**config.mk**
```make
export PLATFORM = sky130hd
export DESIGN_NAME = wmult_ctrl
export DESIGN_NICKNAME = d
export VERILOG_FILES = /design/src/rtl/wmult_ctrl.sv
export SDC_FILE = /design/constraint.sdc
export NUM_CORES = 1
export LEC_CHECK = 0
export ABC_AREA = 1
export BUFFER_PORTS_ARGS = -buffer_cell sky130_fd_sc_hd__buf_2
export CAP_MARGIN = 25
export CORE_AREA = 2 2 39 41
export DETAILED_ROUTE_END_ITERATION = 8
export DIE_AREA = 0 0 41 43
export GPL_TIMING_DRIVEN = 0
export PLACE_DENSITY_LB_ADDON = 0.2
export SKIP_LAST_GASP = 1
export SYNTH_ARGS = -nofsm -noshare
export SYNTH_HDL_FRONTEND = slang
export SYNTH_SLANG_ARGS = --single-unit
```
**constraint.sdc**
```tcl
create_clock -name clk -period 1.2 [get_ports clk]
set_input_delay 0.24 -clock clk [delete_from_list [all_inputs] [get_ports clk]]
set_output_delay 0.24 -clock clk [all_outputs]
set_load 0.01 [all_outputs]
```
**src/rtl/wmult_ctrl.sv**
```systemverilog
// wmult_ctrl: sequencing FSM for the shift-add multiplier datapath.
// It loads P/Q, runs the add/shift iterations and captures the product into M.
// It also offers a start/busy/done handshake to the upstream sequencer.
//
// state  | meaning
// -------+------------------------------------------------------------
// IDLE   | waiting for start; all datapath controls low
// LOAD   | clear accumulator, load Q into RQ and P into RP
// ITER   | datapath adds RP when RQ[0] is set, then shifts; cnt counts
// STORE  | capture the accumulator into M
// DONE   | one-cycle done pulse, M valid
module wmult_ctrl #(
  parameter int WIDTH      = 8,
  parameter bit EARLY_EXIT = 1'b1
) (
  input  logic             clk,
  input  logic             rst_n,
  input  logic             start,
  input  logic             abort,
  input  logic [WIDTH-1:0] RQ,
  output logic             RA,
  output logic             RRQ,
  output logic             RRP,
  output logic             EM,
  output logic             busy,
  output logic             done
);

  localparam int CW = (WIDTH > 1) ? $clog2(WIDTH) : 1;
  localparam logic [CW-1:0] CNT_LAST = CW'(WIDTH - 1);

  typedef enum logic [2:0] {
    S_IDLE  = 3'd0,
    S_LOAD  = 3'd1,
    S_ITER  = 3'd2,
    S_STORE = 3'd3,
    S_DONE  = 3'd4
  } state_t;

  state_t          state_q, state_d;
  logic [CW-1:0]   cnt_q, cnt_d;
  logic            rq_zero;
  logic            iter_exit;

  // Once RQ is zero, every remaining add contributes nothing, so the accumulator is already final.
  always_comb begin
    rq_zero   = (RQ == '0);
    iter_exit = (cnt_q == CNT_LAST) || (EARLY_EXIT && rq_zero);
  end

  // State and iteration counter registers.
  always_ff @(posedge clk or negedge rst_n) begin
    if (!rst_n) begin
      state_q <= S_IDLE;
      cnt_q   <= '0;
    end else begin
      state_q <= state_d;
      cnt_q   <= cnt_d;
    end
  end

  // Next-state and counter update.
  always_comb begin
    state_d = state_q;
    cnt_d   = cnt_q;
    case (state_q)
      S_IDLE: begin
        if (start) state_d = S_LOAD;
      end
      S_LOAD: begin
        // abort is deliberately not looked at here; the datapath is only being reloaded
        cnt_d   = '0;
        state_d = S_ITER;
      end
      S_ITER: begin
        // hold at the last count rather than wrapping; only LOAD reinitialises cnt
        if (cnt_q != CNT_LAST) cnt_d = cnt_q + CW'(1);
        if (abort)          state_d = S_IDLE;
        else if (iter_exit) state_d = S_STORE;
      end
      S_STORE: begin
        // EM is still high this cycle, so M is updated even when aborting
        if (abort) state_d = S_IDLE;
        else       state_d = S_DONE;
      end
      S_DONE: begin
        state_d = S_IDLE;
      end
      default: begin
        state_d = S_IDLE;
        cnt_d   = '0;
      end
    endcase
  end

  // Moore output decode, from the state register only.
  always_comb begin
    RA   = 1'b0;
    RRQ  = 1'b0;
    RRP  = 1'b0;
    EM   = 1'b0;
    done = 1'b0;
    busy = (state_q != S_IDLE);
    case (state_q)
      S_LOAD: begin
        RA  = 1'b1;
        RRQ = 1'b1;
        RRP = 1'b1;
      end
      S_STORE: EM   = 1'b1;
      S_DONE:  done = 1'b1;
      default: ;
    endcase
  end

  // The counter must stay within the iteration range.
  a_cnt_range: assert property (@(posedge clk) disable iff (!rst_n) cnt_q <= CNT_LAST);

  // A done pulse is always preceded by a STORE cycle.
  a_done_after_store: assert property (@(posedge clk) disable iff (!rst_n)
                                       (state_q == S_DONE) |-> $past(state_q == S_STORE));

endmodule

```
; ---- Word-level counts from Yosys, hierarchy flattened
; Index checks and enable logic that the tools add are counted.
[classes]
addsub = 1
reduce_logical = 7
bitwise_logic = 1
n_eq_ne = 9
mux = 10
[ops]
columns = op, count
row1 = $mux W3, 5
row2 = $pmux W3 S4, 1
row3 = $logic_not A8 Y1, 1
row4 = $eq A3 B2 Y1 const B, 2
row5 = $eq A3 B3 Y1 const B, 2
row6 = $ne A3 B3 Y1 const B, 2
row7 = $pmux W3 S2, 1
row8 = $ne A2 B2 Y1 const B, 2
row9 = $reduce_and A2 Y1, 2
row10 = $add A3 B1 Y3 const B, 1
row11 = $eq A3 B1 Y1 const B, 1
row12 = $logic_not A3 Y1, 1
row13 = $mux W1, 3
row14 = $reduce_bool A3 Y1, 1
row15 = $reduce_or A3 Y1, 1
row16 = $logic_or A1 B1 Y1, 1
row17 = $not A1 Y1, 1
[totals]
regBits = 6
elab_cells = 30

; ---- Longest topological paths before layout
; Gate-level depths: netlist of run 1.
[logic_depth]
word_depth = 5
mapped_depth = 7
depth_no_buf = 7

; ---- Least setup slack after synthesis of run 1
; No wires, ideal clock.
[synth_path]
kind = register -> register
startpoint = reg cnt_q[0]
endpoint = reg cnt_q[2]
arrival_ns = 1.169
period_less_slack_ns = 1.251
path_stages_with_launch = 8
setup_ns = 0.083
setup_slack_ns = -0.051
t_required_ns = 1.117
n_path_buf = 0
cell_sequence = dfrtp_1 ha_1 ha_1 inv_1 nand2_1 a21oi_2 nand3_1 o21ai_0
[synth_via]
elab_chain_len = 3
[synth_rtl]
columns = element, line
row1 = from (decl), 41  ; logic [CW-1:0] cnt_q, cnt_d;
row2 = from (signal assigned), 58  ; cnt_q <= cnt_d;
row3 = $add A3 B1 Y3 / $ne A3 B3 Y1 (equally long branches), 77  ; if (cnt_q != CNT_LAST) cnt_d = cnt_q + CW'(1);
row4 = $mux W3 / $ne A2 B2 Y1 (equally long branches), -
row5 = $pmux W3 S2 / $reduce_and A2 Y1 (equally long branches), -
; Several ways; a longest one is shown, not always the timed one. The select of a mux whose other input is x is not followed.
; A chain may end at the register's enable or synchronous reset.

; ---- Worst setup path in the final report of run 1
[layout_path]
startpoint = reg state_q[0]
endpoint = out done
[layout_via]
elab_chain_len = 2
[layout_rtl]
columns = element, line
row1 = from (decl), 40  ; state_t state_q, state_d;
row2 = from (signal assigned), 57  ; state_q <= state_d;
row3 = $eq A3 B3 Y1, 104  ; case (state_q)
row4 = $mux W1, 104
row5 = to (decl), 26  ; output logic done
; Every way passes these cells.

==> metrics.md, run 1 <==
| Metric | Value |
|---|---|
| Status | `complete, but fails checks` |
| Failing checks | `negative setup slack` |
| # DRC | `0` |
| IO Port Bufs | `17` |
| Syn Area/Cell | `between 7 and 8 um^2` |
| Final Util | `a little under half` |
| Class of the most critical setup path | `reg -> out` |
| Mean routed wirelength per cell | `roughly 10 um` |
| Synthesis-to-layout area growth | `73.9%` |
| Root buffer cell | `clkbuf_4` |
| Placer Congestion | `between 0.6 and 0.7` |
| Worst Hold Class | `in -> reg` |
| Vias in the first global route | `about 360` |
| Initial antenna violation count | `0` |
| Clock Latency Late Sink | `~0.24 ns` |
| Fill count | `~150` |
| Register bit total from synthesis | `6` |
| Die ar. | `between 1500 and 2000 um^2` |
| CORE AREA | `around 1400 um^2` |
| Setup_tns | `-0.926 ns` |
| Clock sinks | `6` |
| Hpwl dp | `slightly below 600 um` |
| CP max FO | `3` |
| Sequential cell area | `approximately 150 um^2` |
| First-pass GRT wire length | `approximately 1.4 mm` |
| First DRT Iteration DRCs | `3` |
| Final nets | `between 90 and 100` |
| Max-cap violation count | `0` |
| Critical path arrival | `between 1 and 1.5 ns` |
| Die H | `about 43 um` |
| Measured slew at the worst slew-check pin | `0.240 ns` |
| Ant. Diodes | `0` |
| Max frequency | `723 MHz` |
| DR vias/cell | `roughly 4.2` |
| Final hold viol count | `0` |
| Final ANT Viol Nets | `0` |
| Ports | `18` |
| P_leak | `0.311 nW` |
| Cell Area, Synth | `369 um^2` |
| Pin count of the biggest net entering global routing | `7` |
| Synth warn | `0` |
| Worst Path Required | `0.96 ns` |
| Remaining global-route overflow | `0` |
| Number of CTS-inserted buffers | `3` |
| Slew HR | `a little over four fifths` |
| Multi-input logic area | `around 230 um^2` |
| Max Transition Viols Final | `0` |
| CTS tree | `yes` |
| Rows | `14` |
| Type of element capturing the critical path | `primary output` |
| Final worst slack | `-0.182 ns` |
| Count of cell types in the netlist | `15` |
| Minimum clock period | `1.38 ns` |
| Clock slew at reported path FFs | `0.04 ns` |
| Htree depth | `1` |
| Final setup viols | `9` |
| Wirelength, routed | `slightly above 900 um` |
| Power Dens Cells | `2260 nW/um^2` |
| Final Cycle Share | `115%` |
| Synth Instances | `a little under 50` |
| Critical path startpoint category | `register` |
| Share of cells above drive strength 1 | `between 50% and 60%` |
| Pre-antenna DRT Iters | `4` |
| Post-synthesis sequential area ratio | `between 40 and 50%` |
| RSZ-0062 raised after global routing | `true` |
| Gr usage total | `~12%` |
| Starting density of the core | `roughly a quarter` |
| Via count | `between 300 and 400` |
| Worst vdd ir | `~0.0011 V` |
| Die W | `about 41 um` |
| Buffer levels on the longest clock path | `2` |
| Post-Syn Nets | `63` |
| Skew final | `roughly 0.003 ns` |
kinds of logic after synthesis:
logic type / share of synthesized area (%)
buffers and inverters: 12.2
adders and majority gates: 6.78
and+or+nand+nor: 30.5
AOI/OAI and AO/OA: 9.83
DFF: 40.7
repair_timing:
item,in CTS,in global routing
gates resized for setup,14,8
hold buffers,1,0
buffers inserted,6,0
setup endpoints to repair,9,11
pin swaps,4,3
hold endpoints to repair,6,0
cell type report:
| class | count | area share [%] |
|---|---|---|
| clock buffer | 3 | 3.51 |
| timing repair buffer | 24 | 25.3 |
| tap | 16 | 3.12 |
| multi-input combinational | 33 | 35.9 |
| buffer | 2 | 3.51 |
| inverter | 8 | 5.07 |
| sequential | 6 | 23.6 |
metrics by stage:
step           worst slack, ns  std cells  area [um^2]  power, mW  hold slack (ns)
5_1_grt                 -0.212         92          642       1.57            0.173
6_report                -0.182         92          642       1.45            0.173
4_1_cts                 -0.149         92          611       1.34            0.165
2_1_floorplan          -0.0175         49          377      0.685          -0.0556
3_5_place_dp            -0.156         82          482      0.853           0.0668
3_3_place_gp            -0.127         82          482      0.848           0.0686
cell usage in the layout (no fill, tap or decap):
master and n:
nand2_1 3, nand3_2 1, ha_2 2, dfrtp_1 5, nor2_1 8, nor3_4 1, buf_4 5, o21ai_1 2
inv_4 1, nor2_2 1, a21oi_4 1, dfrtp_2 1, nor3_1 2, o21ai_0 2, nor3_2 1, buf_6 6
nand2_2 2, inv_2 3, clkbuf_4 3, nand4_1 1, o211ai_1 1, nand2_4 1, buf_2 14, nor2_4 2
nand3_1 2, dlygate4sd3_1 1, inv_1 4
worst paths after layout:
kind / startpoint / end / slack [ns] / cells after the start
max in group asynchronous: rst_n / state_q[1] / 0.70 / 2
min reg2reg: cnt_q[2] / cnt_q[2] / 0.54 / 2
max: state_q[0] / done / -0.18 / 3
max reg2reg: cnt_q[1] / cnt_q[2] / -0.08 / 7
min: abort / state_q[2] / 0.17 / 2
min in group asynchronous: rst_n / state_q[0] / 0.35 / 2
synth_stat cells, drive strengths merged:
library cell	number	area share [%]
a21oi	1	2.4
nor2	11	12
o21ai	4	5.4
o211ai	1	2.0
ha	2	6.8
nand4	1	1.7
inv	8	8.1
dfrtp	6	41
nor3	4	6.8
nand2	6	6.1
buf	2	4.1
nand3	3	4.1
registers in the layout, summed over array words and instances, names as in the netlist:
name     count
cnt_q        3
state_q      3
worst max-delay path: stages (launching register included):
cell     delay [ns]
dfrtp_1        0.43
buf_6          0.15
nor3_2         0.16
buf_2          0.15
layer usage:
layer  vias up  wire length, um  track usage [%]
met5         -                0                0
met4         0                0             6.00
met3         0               53             3.14
met2        12              500             19.1
met1       160              381             14.6
li1        211                -                -
power by group:
group | leakage [nW] | switching, mW | internal (mW)
combinational | 0.218 | 0.454 | 0.472
sequential | 0.0786 | 0.0880 | 0.263
clock | 0.0138 | 0.0617 | 0.112
total | 0.311 | 0.604 | 0.847
Power figures use the tool's default switching activity.
==> run 2, diff against run 1 <==
--- a/config.mk
+++ b/config.mk
@@ -9,6 +9,7 @@
 export BUFFER_PORTS_ARGS = -buffer_cell sky130_fd_sc_hd__buf_2
 export CAP_MARGIN = 25
 export CORE_AREA = 2 2 39 41
+export CTS_BUF_LIST = sky130_fd_sc_hd__clkbuf_16
 export DETAILED_ROUTE_END_ITERATION = 8
 export DIE_AREA = 0 0 41 43
 export GPL_TIMING_DRIVEN = 0
==> run 2 against run 1 <==
Net effect: critical endpoint is now RRP; the run still ends with negative setup slack left; largest cell class unchanged; largest power group unchanged; power rose by 22%; hold slack improved by 0.013 ns; die area did not move.
==> metrics.md, run 2 (same netlist as run 1, synthesis figures left out) <==
| Metric | Value |
|---|---|
| Status | `complete, but fails checks` |
| Failing checks | `negative setup slack` |
| Critical path startpoint category | `register` |
| First-pass GRT wire length | `between 1 and 1.5 mm` |
| Max Transition Viols Final | `0` |
| CP max FO | `3` |
| GRT met1 Usage | `between 10% and 20%` |
| Worst vdd ir | `between 0.001 and 0.0015 V` |
| Commonest cells after routing, fill and taps aside | `15 x buf_2, 8 x buf_4, 7 x nor2_1` |
| GR Util met3 | `~1.6%` |
| Hold-critical path depth | `2` |
| CP top delay family | `flip-flops` |
| Buffer levels on the longest clock path | `2` |
| Pin count of the biggest net entering global routing | `7` |
| Htree depth | `1` |
| Final hold viol count | `0` |
| Ant. Diodes | `0` |
| Slowest CP cell | `dfrtp_1` |
| Die W | `a little over 40 um` |
| Synthesis-to-layout area growth | `85.1%` |
| Clock sinks | `6` |
| R2R setup slack | `-0.08 ns` |
| Worst Hold Class | `in -> reg` |
| Slew HR | `84.1%` |
| Remaining global-route overflow | `0` |
| Measured slew at the worst slew-check pin | `0.237 ns` |
| CORE AREA | `approximately 1400 um^2` |
| Initial antenna violation count | `0` |
| Rows | `14` |
| Minimum clock period | `1.31 ns` |
| Die H | `roughly 43 um` |
| Reg2reg path depth | `7` |
| Vias in the first global route | `362` |
| Class of the most critical setup path | `reg -> out` |
| Placed Area | `a little under 500 um^2` |
| Final worst slack | `-0.108 ns` |
| Gr usage total | `between 10% and 20%` |
| Share of cells above drive strength 1 | `between 60% and 70%` |
| Number of CTS-inserted buffers | `3` |
| Type of element capturing the critical path | `primary output` |
| Power Dens Cells | `between 2000 and 3000 nW/um^2` |
| Biggest regs | `cnt_q x3, state_q x3` |
| Pre-antenna DRT Iters | `2` |
| Via count | `about 390` |
| Most common cell after layout, fill and taps aside | `buf_2` |
| Placer Congestion | `between 0.6 and 0.7` |
| Design Area, Final | `roughly 700 um^2` |
| Max frequency | `approximately 760 MHz` |
| Slowest stage delay, CP | `about 0.38 ns` |
| Fin cells | `~90` |
| Cell depth of the worst setup path | `5` |
| Skew final | `0.000500 ns` |
| Mean routed wirelength per cell | `between 10 and 15 um` |
| Worst Path Required | `~0.96 ns` |
| Hpwl dp | `slightly below 600 um` |
| Final setup viols | `9` |
| GR peak layer | `met2` |
| Clock slew at reported path FFs | `approximately 0.030 ns` |
| Met2 Resource Use GR | `between 20 and 25%` |
| Ports | `18` |
| CTS tree | `yes` |
| Final ANT Viol Nets | `0` |
| IO Port Bufs | `17` |
| Final Util | `49.4%` |
| Critical Path, Cell by Cell | `inv_2 > nand2_4 > nor2_4 > buf_4 > buf_6` |
| Inst Count DP | `82` |
| First DRT Iteration DRCs | `2` |
| Die ar. | `between 1500 and 2000 um^2` |
| Max-cap violation count | `0` |
| DR vias/cell | `between 4 and 5` |
| Fill count | `141` |
| Worst Path Buf+Inv | `3` |
| P_leak | `between 0.3 and 0.4 nW` |
| RSZ-0062 raised after global routing | `true` |
| Root buffer cell | `clkbuf_16` |
| Starting density of the core | `26.7%` |
| Clock Latency Late Sink | `approximately 0.23 ns` |
| Final nets | `92` |
| Critical path arrival | `around 1.1 ns` |
| Final Cycle Share | `109%` |
| Wirelength, routed | `~930 um` |
| # DRC | `0` |
-- run 2: cell counts in the layout (fill, tap and decap cells not counted) --
No cell type changed its count.
-- run 2: power by group --
| part | switching, mW | total [mW] | internal (mW) |
|---|---|---|---|
| registers | 0.0938 | 0.360 | 0.266 |
| clock network | 0.106 | 0.533 | 0.427 |
| logic | 0.437 | 0.870 | 0.433 |
-- run 2: metrics by stage --
step / setup TNS [ns] / worst slack [ns] / hold slack (ns) / power [mW]
after floorplan: -0.0461 / -0.0175 / -0.0556 / 0.685
after global placement: -0.430 / -0.127 / 0.0686 / 0.848
after detailed placement: -0.541 / -0.156 / 0.0668 / 0.853
after CTS: -0.665 / -0.105 / 0.182 / 1.67
after global routing: -1.18 / -0.160 / 0.200 / 1.88
final: -0.605 / -0.108 / 0.187 / 1.76
-- run 2: final timing paths --
kind / from / to
worst min-delay path: abort / state_q[2]
worst max register to register: cnt_q[1] / cnt_q[2]
worst max-delay path: state_q[2] / RRP
min in group asynchronous: rst_n / cnt_q[2]
worst min register to register: cnt_q[2] / cnt_q[2]
max in group asynchronous: rst_n / state_q[1]
-- run 2: timing repair --
action | CTS | global route
resized for setup | 13 | 8
hold buffers | 1 | 0
hold endpoints to repair | 6 | 0
pin swaps | 4 | 10
setup buffers | 5 | 2
endpoints found under the setup margin | 9 | 11
-- run 2: area by class of cell --
cell class / count / area, um^2 / share of cell area (%)
Buffer: 2 / 15.0 / 2.20
Clock buffer: 3 / 75.1 / 11.0
Inverter: 8 / 32.5 / 4.76
Multi-Input combinational cell: 33 / 235 / 34.4
Sequential cell: 6 / 153 / 22.3
Tap cell: 16 / 20.0 / 2.93
Timing Repair Buffer: 24 / 153 / 22.3
-- run 2: layer usage --
| layer | vias up | wire length [um] |
|---|---|---|
| met4 | 0 | 14 |
| met1 | 168 | 378 |
| li1 | 209 | - |
| met5 | - | 0 |
| met3 | 2 | 56 |
| met2 | 14 | 475 |
